==> src/rtl/fpu_pkg.sv <==
// Shared definitions for the FPU normalize/round stage: field widths,
// FSM state encoding, flag bit positions and IEEE-754 special encodings.
package fpu_pkg;

    localparam int EXP_W  = 8;
    localparam int FRAC_W = 23;
    localparam int BIAS   = 127;

    typedef enum logic [1:0] {
        IDLE  = 2'd0,
        NORM  = 2'd1,
        ROUND = 2'd2,
        DONE  = 2'd3
    } state_t;

    // Bit positions inside o_flags = {overflow, underflow, inexact, zero}
    localparam int OVF = 3;
    localparam int UNF = 2;
    localparam int INX = 1;
    localparam int ZRO = 0;

    localparam logic [31:0] QNAN = 32'h7FC0_0000;
    localparam logic [31:0] PINF = 32'h7F80_0000;

endpackage

==> src/rtl/fpu_round.sv <==
// Combinational round-to-nearest-even incrementer.
// Input layout: [FRAC_W+2] hidden, [FRAC_W+1:2] fraction, [1] guard, [0] round.
// Returns the rounded {hidden, fraction}, the carry out of the hidden bit
// and the inexact indication (any discarded bit set).
module fpu_round #(
    parameter int FRAC_W = fpu_pkg::FRAC_W
) (
    input  logic [FRAC_W+2:0] i_mant,
    input  logic              i_sticky,
    output logic [FRAC_W:0]   o_mant,
    output logic              o_carry,
    output logic              o_inexact
);
    import fpu_pkg::*;

    logic w_lsb;
    logic w_guard;
    logic w_round;
    logic w_inc;

    assign w_lsb   = i_mant[2];
    assign w_guard = i_mant[1];
    assign w_round = i_mant[0];

    // Round up above half, and on an exact tie only when the kept lsb is odd
    assign w_inc     = w_guard & (w_round | i_sticky | w_lsb);
    assign o_inexact = w_guard | w_round | i_sticky;

    assign {o_carry, o_mant} = {1'b0, i_mant[FRAC_W+2:2]} + {{(FRAC_W+1){1'b0}}, w_inc};

endmodule

==> src/rtl/fpu_normalize.sv <==
// Post-add normalize/round stage: captures the adder's raw result,
// normalizes one bit per cycle, rounds to nearest-even and packs an
// IEEE-754 single with {overflow, underflow, inexact, zero} flags.
// Build option: define FPU_DENORM_EN to produce denormal results; when it
// is undefined, tiny results flush to signed zero with underflow set.
module fpu_normalize #(
    parameter int EXP_W         = fpu_pkg::EXP_W,
    parameter int FRAC_W        = fpu_pkg::FRAC_W,
    parameter int BIAS          = fpu_pkg::BIAS,
    parameter bit ZERO_SIGN_POS = 1'b1
) (
    input  logic                    i_clk,
    input  logic                    i_reset_n,
    input  logic                    i_valid,
    output logic                    o_ready,
    input  logic                    i_sign,
    input  logic [EXP_W+1:0]        i_exp,
    input  logic [FRAC_W+3:0]       i_mant,
    input  logic                    i_sticky,
    output logic                    o_valid,
    input  logic                    i_ready,
    output logic [EXP_W+FRAC_W:0]   o_c,
    output logic [3:0]              o_flags
);
    import fpu_pkg::*;

    localparam int M_W = FRAC_W + 4;
    localparam int E_W = EXP_W + 2;
    localparam int C_W = 1 + EXP_W + FRAC_W;

    localparam logic signed [E_W-1:0] L_EXP_ONE = E_W'(1);
    localparam logic signed [E_W-1:0] L_EXP_OVF = E_W'(2 * BIAS + 1);

    state_t                  r_state;
    logic                    r_sign;
    logic signed [E_W-1:0]   r_exp;
    logic [M_W-1:0]          r_mant;
    logic                    r_sticky;
    logic [C_W-1:0]          r_c;
    logic [3:0]              r_flags;
    logic                    r_valid;

    state_t                  w_state_next;
    logic                    w_sign_next;
    logic signed [E_W-1:0]   w_exp_next;
    logic [M_W-1:0]          w_mant_next;
    logic                    w_sticky_next;
    logic [C_W-1:0]          w_c_next;
    logic [3:0]              w_flags_next;
    logic                    w_valid_next;

    logic [FRAC_W:0]         w_rnd_mant;
    logic                    w_rnd_carry;
    logic                    w_rnd_inexact;
    logic signed [E_W-1:0]   w_exp_rnd;
    logic                    w_hidden;
    logic [FRAC_W-1:0]       w_frac;
    logic [EXP_W-1:0]        w_exp_field;
    logic                    w_zero_sign;

    fpu_round #(
        .FRAC_W (FRAC_W)
    ) u_round (
        .i_mant    (r_mant[M_W-2:0]),
        .i_sticky  (r_sticky),
        .o_mant    (w_rnd_mant),
        .o_carry   (w_rnd_carry),
        .o_inexact (w_rnd_inexact)
    );

    // A rounding carry renormalizes to 1.000..: exponent up, fraction cleared
    assign w_exp_rnd   = r_exp + {{(E_W-1){1'b0}}, w_rnd_carry};
    assign w_hidden    = w_rnd_carry | w_rnd_mant[FRAC_W];
    assign w_frac      = w_rnd_carry ? {FRAC_W{1'b0}} : w_rnd_mant[FRAC_W-1:0];
    assign w_exp_field = w_hidden ? w_exp_rnd[EXP_W-1:0] : {EXP_W{1'b0}};
    assign w_zero_sign = ZERO_SIGN_POS ? 1'b0 : r_sign;

    // Next-state and datapath updates; one normalization step per NORM cycle
    always_comb begin
        w_state_next  = r_state;
        w_sign_next   = r_sign;
        w_exp_next    = r_exp;
        w_mant_next   = r_mant;
        w_sticky_next = r_sticky;
        w_c_next      = r_c;
        w_flags_next  = r_flags;
        w_valid_next  = r_valid;

        case (r_state)
            IDLE: begin
                if (i_valid) begin
                    w_sign_next   = i_sign;
                    w_exp_next    = i_exp;
                    w_mant_next   = i_mant;
                    w_sticky_next = i_sticky;
                    w_state_next  = NORM;
                end
            end

            NORM: begin
                if (r_mant == '0 && !r_sticky) begin
                    // Exact cancellation
                    w_c_next          = {w_zero_sign, {(C_W-1){1'b0}}};
                    w_flags_next      = 4'b0000;
                    w_flags_next[ZRO] = 1'b1;
                    w_valid_next      = 1'b1;
                    w_state_next      = DONE;
                end else if (r_mant[M_W-1]) begin
                    // Carry out of the add: one right shift is always enough
                    w_mant_next   = {1'b0, r_mant[M_W-1:1]};
                    w_sticky_next = r_sticky | r_mant[0];
                    w_exp_next    = r_exp + L_EXP_ONE;
                    w_state_next  = ROUND;
                end
`ifdef FPU_DENORM_EN
                else if (r_exp < L_EXP_ONE) begin
                    // Below the normal range: denormalize toward exp==1
                    w_mant_next   = {1'b0, r_mant[M_W-1:1]};
                    w_sticky_next = r_sticky | r_mant[0];
                    w_exp_next    = r_exp + L_EXP_ONE;
                end else if (!r_mant[M_W-2] && r_exp > L_EXP_ONE) begin
                    w_mant_next = {r_mant[M_W-2:0], 1'b0};
                    w_exp_next  = r_exp - L_EXP_ONE;
                end else begin
                    w_state_next = ROUND;
                end
`else
                else if (r_exp < L_EXP_ONE || (r_exp == L_EXP_ONE && !r_mant[M_W-2])) begin
                    // Result too small for a normal: flush to signed zero
                    w_c_next          = {r_sign, {(C_W-1){1'b0}}};
                    w_flags_next      = 4'b0000;
                    w_flags_next[UNF] = 1'b1;
                    w_flags_next[ZRO] = 1'b1;
                    w_valid_next      = 1'b1;
                    w_state_next      = DONE;
                end else if (!r_mant[M_W-2]) begin
                    // exp > 1 is guaranteed here by the branch above
                    w_mant_next = {r_mant[M_W-2:0], 1'b0};
                    w_exp_next  = r_exp - L_EXP_ONE;
                end else begin
                    w_state_next = ROUND;
                end
`endif
            end

            ROUND: begin
                w_flags_next = 4'b0000;
                if (w_exp_rnd >= L_EXP_OVF) begin
                    w_c_next          = {r_sign, PINF[C_W-2:0]};
                    w_flags_next[OVF] = 1'b1;
                    w_flags_next[INX] = 1'b1;
                end else begin
                    w_c_next          = {r_sign, w_exp_field, w_frac};
                    w_flags_next[INX] = w_rnd_inexact;
`ifdef FPU_DENORM_EN
                    w_flags_next[UNF] = !w_hidden && w_rnd_inexact;
                    w_flags_next[ZRO] = !w_hidden && (w_frac == '0);
`endif
                end
                w_valid_next = 1'b1;
                w_state_next = DONE;
            end

            DONE: begin
                if (i_ready) begin
                    w_valid_next = 1'b0;
                    w_state_next = IDLE;
                end
            end

            default: begin
                w_state_next = IDLE;
            end
        endcase
    end

    // State and datapath registers; reset discards any in-flight result
    always_ff @(posedge i_clk or negedge i_reset_n) begin
        if (!i_reset_n) begin
            r_state  <= IDLE;
            r_sign   <= 1'b0;
            r_exp    <= '0;
            r_mant   <= '0;
            r_sticky <= 1'b0;
            r_c      <= '0;
            r_flags  <= '0;
            r_valid  <= 1'b0;
        end else begin
            r_state  <= w_state_next;
            r_sign   <= w_sign_next;
            r_exp    <= w_exp_next;
            r_mant   <= w_mant_next;
            r_sticky <= w_sticky_next;
            r_c      <= w_c_next;
            r_flags  <= w_flags_next;
            r_valid  <= w_valid_next;
        end
    end

    assign o_ready = (r_state == IDLE);
    assign o_valid = r_valid;
    assign o_c     = r_c;
    assign o_flags = r_flags;

endmodule

==> config.mk <==
export PLATFORM = sky130hd
export DESIGN_NAME = fpu_normalize
export DESIGN_NICKNAME = d
export VERILOG_FILES = /design/src/rtl/fpu_pkg.sv /design/src/rtl/fpu_round.sv /design/src/rtl/fpu_normalize.sv
export SDC_FILE = /design/constraint.sdc
export NUM_CORES = 1
export LEC_CHECK = 0
export CAP_MARGIN = 0
export CORE_MARGIN = 2
export CORE_UTILIZATION = 55
export DETAILED_ROUTE_END_ITERATION = 10
export PLACE_DENSITY = 0.82
export SETUP_SLACK_MARGIN = 0.02
export SYNTH_ARGS = -nofsm -noshare
export SYNTH_HDL_FRONTEND = slang
export SYNTH_SLANG_ARGS = --single-unit
==> constraint.sdc <==
create_clock -name i_clk -period 4.55 [get_ports i_clk]
set_input_delay 0.455 -clock i_clk [delete_from_list [all_inputs] [get_ports i_clk]]
set_output_delay 0.455 -clock i_clk [all_outputs]
set_load 0.05 [all_outputs]
Word-level counts from Yosys, hierarchy flattened. Index checks and enable logic that the tools add are counted.

Add/sub/neg operators: 4. $lt $le $gt $ge: 2. Equality and inequality tests: 13. Mux-type cells: 41. Bitwise gates (word level): 6. Reductions and logical operators: 18.

Operators by type and width (number): 32-bit two-way mux (3); 26-bit two-way mux (3); 32-bit one-hot mux with 2 select lines (1); 27-bit two-way mux (2); 27-bit one-hot mux with 2 select lines (1); 10-bit two-way mux (5); 31-bit two-way mux (1); 27-bit logical NOT (1); 24-bit by 1-bit adder with 25-bit output (1); 23-bit two-way mux (1); 10-bit one-hot mux with 2 select lines (1); 2-bit two-way mux (6); 4-bit two-way mux (3); 3-bit inequality test (second input constant) (4); 4-bit AND reduction (3); 10-bit by 1-bit adder with 10-bit output (1); 10-bit by 2-bit adder with 10-bit output (second input constant) (1); 10-bit by 2-bit equality test with 1-bit output (second input constant) (1); 10-bit by 9-bit greater-or-equal comparator with 1-bit output (second input constant) (1); 10-bit by 2-bit < comparator with 1-bit output (second input constant) (1); 10-bit by 2-bit subtractor with 10-bit output (second input constant) (1); 1-bit two-way mux (9); 3-bit AND reduction (3); 8-bit two-way mux (1); 18 further kinds (29).

Bits in registers: 78. Output and inout bits: 38. Word-level logic and storage cells: 94.

Logic depth before layout (Yosys ltp).
Depth after elaboration: 8. Depth in mapped cells: 16. Depth with buffers taken out: 13.

By module. A second synthesis with hierarchy kept.

Cell total of the unflattened synthesis: 632. Area total of the unflattened synthesis: 5318.9 um^2.

Modules (own cells, without submodules): fpu_normalize (instances 1, cells each 565, area each 4839.6 um^2, seq. area each 1951.9 um^2); fpu_round (instances 1, cells each 67, area each 479.2 um^2, seq. area each 0.0 um^2).

Least setup slack after synthesis. OpenSTA, ideal clock, no wires.

Path type: register to register. Start point: register r_mant[1]. End point: register r_c[0] (netlist: o_c[0]). Library setup time: 0.121 ns. Arrival time: 2.942 ns. Path slack: 1.487 ns. Stages on the path, launching flop included: 17. Path buffers: 3. Cells stage by stage: dfrtp_1 -> clkbuf_1 -> and2_1 -> ha_1 -> nand2_1 -> nor2_1 -> and3_1 -> ha_1 -> ha_1 -> nand3_1 -> nor2_1 -> xnor2_1 -> o211ai_1 -> and3b_1 -> buf_2 -> buf_4 -> a22o_1.

Word-level cells in the longest chain between the ends: 6. Elaborated cells between the ends (all ways): 13.

Ends and longest elaborated chain: start: declaration (RTL line fpu_normalize.sv:37) `logic [M_W-1:0] r_mant;`; start signal: assignment (RTL line fpu_normalize.sv:192) `r_mant <= w_mant_next;`; 1-bit AND (RTL line fpu_round.sv:26) `assign w_inc = w_guard & (w_round | i_sticky | w_lsb);`; 24-bit by 1-bit adder with 25-bit output (RTL line fpu_round.sv:29) `assign {o_carry, o_mant} = {1'b0, i_mant[FRAC_W+2:2]} + {{(FRAC_W+1){1'b0}}, w_inc};`; 10-bit by 1-bit adder with 10-bit output (RTL line fpu_normalize.sv:72) `assign w_exp_rnd = r_exp + {{(E_W-1){1'b0}}, w_rnd_carry};`; 10-bit by 9-bit greater-or-equal comparator with 1-bit output (RTL line fpu_normalize.sv:148) `if (w_exp_rnd >= L_EXP_OVF) begin`; 31-bit two-way mux (RTL line fpu_normalize.sv:148); 32-bit one-hot mux with 2 select lines (RTL line fpu_normalize.sv:89) `case (r_state)`; end signal: assignment (RTL line fpu_normalize.sv:194) `r_c <= w_c_next;`; end: declaration (RTL line fpu_normalize.sv:39) `logic [C_W-1:0] r_c;`.

Parallel ways exist; a longest one is shown, timed or not. A chain may end at the register's enable or synchronous reset.

Final worst setup path.
Start point: register r_mant[2]. End point: register r_c[1] (netlist: o_c[1]).

Word-level cells in the longest chain between the ends: 7. Elaborated cells between the ends (all ways): 14.

Ends and longest elaborated chain (RTL line): 1-bit bitwise OR (fpu_round.sv:26); 1-bit AND (fpu_round.sv:26); 24-bit by 1-bit adder with 25-bit output (fpu_round.sv:29); 10-bit by 1-bit adder with 10-bit output (fpu_normalize.sv:72); 10-bit by 9-bit greater-or-equal comparator with 1-bit output (fpu_normalize.sv:148); 31-bit two-way mux (fpu_normalize.sv:148); 32-bit one-hot mux with 2 select lines (fpu_normalize.sv:89).

Parallel ways exist; a longest one is shown, timed or not.

==> flow_metrics.env <==
export IMPL_status="finished, final reports clean"
export IMPL_io_pins=81
export IMPL_portBuffers=80
export IMPL_nets=639
export IMPL_ir_drop_uv=473
export IMPL_yosysWarnings=0
export IMPL_criticalPathCategory="register to register"
export IMPL_maxCapViolCount=0
export IMPL_p_leak_uw=0.00237
export IMPL_grt_pass1_vias=4382
export IMPL_grt_max_degree=79
export IMPL_final_cell_mix="clkdlybuf4s50_1 (79), dfrtp_1 (78), o22ai_1 (58)"
export IMPL_fp_dieW_um=99.1
export IMPL_grt_first_pass_wirelength_mm=22.1
export IMPL_slew_violations=0
export IMPL_clockRootBuffer="clkbuf_8"
export IMPL_cp_end_kind="register"
export IMPL_clk_latency_ns=0.36
export IMPL_timing_rr_start="r_mant[2]$_DFFE_PN0P_"
export IMPL_place_congestion=0.918
export IMPL_synth_ff_type="dfrtp_1"
export IMPL_cts_buffers=9
export IMPL_netlist_area_um2=4980
export IMPL_synthDistinctLibCells=58
export IMPL_postCtsHoldBufs=0
export IMPL_cts_tree="done"
export IMPL_fmax_mhz=275
export IMPL_core_area_um2=8760
export IMPL_hold_path_class="input pin to async pin"
export IMPL_post_route_period_util=0.799
export IMPL_wl_mm=13.5
export IMPL_final_setup_skew_ns=0.0134
export IMPL_dr_total_vias=4696
export IMPL_clockBufferDepth=2
export IMPL_rsz0062_at_grt="false"
export IMPL_routed_via_density=6.72
export IMPL_syn_num_nets=605
export IMPL_start_util=0.568
export IMPL_grt_antenna_before_repair=0
export IMPL_layout_commonest_cell="clkdlybuf4s50_1"
export IMPL_p_per_area_nw_per_um2=850
export IMPL_first_pass_iters=8
export IMPL_placedCellCount=683
export IMPL_timing_slew_headroom=0.232
export IMPL_worst_pin_slew_ns=1.15
export IMPL_clkTransAtPathRegs_ns=0.09
export IMPL_r2r_end="o_c[1]$_DFFE_PN0P_"
export IMPL_post_cts_resize_count=0
export IMPL_overflow=0
export IMPL_place_hpwl_mm=9.20
export IMPL_r2r_slack_ns=0.92
export IMPL_dieArea_um2=9830
export IMPL_synthCells=552
export IMPL_layoutNonFillerInstCount=699
export IMPL_avgSynthCellArea_um2=9.02
export IMPL_drtAntennaViolNets=0
export IMPL_cp_start_kind="register"
export IMPL_ys_ff_latch=78
export IMPL_num_rows=34
export IMPL_htreeDepth=3
export IMPL_drtIter0Drc=401
export IMPL_grt_usage=0.279
export IMPL_drc=0
export IMPL_synthToLayoutAreaGrowth_pct=17.7
export IMPL_critPathMaxFanout=15
export IMPL_cp_arrival_ns=3.92
export IMPL_finalCriticalPeriod_ns=3.63
export IMPL_ys_seq_area_frac=0.392
export IMPL_die_y_um=99.1
export IMPL_synthArstFlopShare=1.00
export IMPL_clkSinkCount=78
export IMPL_post_drt_wl_per_cell_um=19.4
export IMPL_crit_required_ns=4.83
export IMPL_final_setup_viol_count=0
export IMPL_rr_worst_depth=13
export IMPL_p_total_uw=4980
export IMPL_finalHoldViolCount=0
export IMPL_fin_util=0.669
export IMPL_antenna_cells=0
export IMPL_final_setup_tns_ns=0
export IMPL_drive_gt1_frac=0.0694
export IMPL_post_cts_buffers=0
export IMPL_synth_edf_count=0
[worst max-delay path, cell delays in order (launching register included)]
cell and delay (ns):
dfrtp_1 0.52, and2_1 0.19, ha_1 0.23, nand2_1 0.09
nor2_1 0.29, and3_1 0.23, ha_1 0.21, ha_1 0.25
nand3_1 0.17, nor2_1 0.19, xnor2_1 0.08, o211ai_1 0.35
and3b_1 0.55, a22o_1 0.22
[state kept, by name (all words and copies together), names as in the netlist]
name,count
o_valid,1
r_state,2
r_sticky,1
r_exp,10
o_flags,4
o_c,32
r_mant,27
r_sign,1
[synth_stat cells (all sizes together), types with 6 or more instances]
cell    number  area share
a21o         6      0.0090
a21oi       39       0.039
a221o        6       0.012
a22o        38       0.067
and3         9       0.011
buf         30       0.039
clkbuf      34       0.026
dfrtp       78        0.39
ha          10       0.025
inv         11      0.0083
nand2       42       0.032
nand3       13       0.013
nand4       16       0.021
nor2        36       0.028
nor3        10       0.010
nor4        11       0.025
o21ai       18       0.018
o22ai       58       0.073
o31ai        9       0.014
xnor2       14       0.025
xor2        16       0.028
[metal layers]
layer  vias to the layer above  part of all wire  track usage
li1                       2145                 -            -
met1                      2260              0.44        0.409
met2                       251              0.45        0.405
met3                        40             0.082       0.0569
met4                         0             0.031        0.113
met5                         -                 0            0
[metrics by stage]
step	hold WS, ns	area (µm²)	setup slack, ns
5_1_grt	0.350	5860	0.581
4_1_cts	0.303	5860	0.976
3_3_place_gp	0.460	5650	1.15
6_report	0.254	5860	0.915
2_1_floorplan	0.159	4980	1.49
3_5_place_dp	0.466	5650	1.04
[layout make-up]
type / count / area (µm²)
clock buffer: 10 / 128
clock inverter: 6 / 86.3
fill: 742 / 2900
inverter: 11 / 41.3
multi-input combinational: 399 / 2670
sequential: 78 / 1950
tap: 108 / 135
timing repair buffer: 87 / 851
[cells by family (layout without fill, tap and decap cells)]
group | count (synthesis) | count (layout) | synth area share
buffers and inverters | 75 | 114 | 0.0726
XOR/XNOR | 30 | 30 | 0.0528
multiplexers | 5 | 5 | 0.0108
flip-flops | 78 | 78 | 0.392
AND/OR/NAND/NOR | 151 | 151 | 0.164
AO/OA/AOI/OAI | 203 | 203 | 0.283
adder cells (fa/ha/maj) | 10 | 10 | 0.0251
[power breakdown]
group	switching [µW]	leakage, µW	internal, µW	total (µW)
clock network	271	0.000106	308	579
registers	544	0.000943	997	1540
logic	1730	0.00132	1130	2860
total	2540	0.00237	2440	4980
[how the worst max path moves through the flow]
stage,startpoint,to,slack [ns],depth (start not counted)
3_3_place_gp,r_mant[2]$_DFFE_PN0P_,o_c[0]$_DFFE_PN0P_,1.15,13
6_report,r_mant[2]$_DFFE_PN0P_,o_c[1]$_DFFE_PN0P_,0.92,13
5_1_grt,r_mant[2]$_DFFE_PN0P_,o_c[1]$_DFFE_PN0P_,0.58,13
2_1_floorplan,r_mant[1]$_DFFE_PN0P_,o_c[0]$_DFFE_PN0P_,1.49,16
3_5_place_dp,r_mant[2]$_DFFE_PN0P_,o_c[20]$_DFFE_PN0P_,1.04,13
4_1_cts,r_mant[2]$_DFFE_PN0P_,o_c[1]$_DFFE_PN0P_,0.98,13
Power figures use the tool's default switching activity.
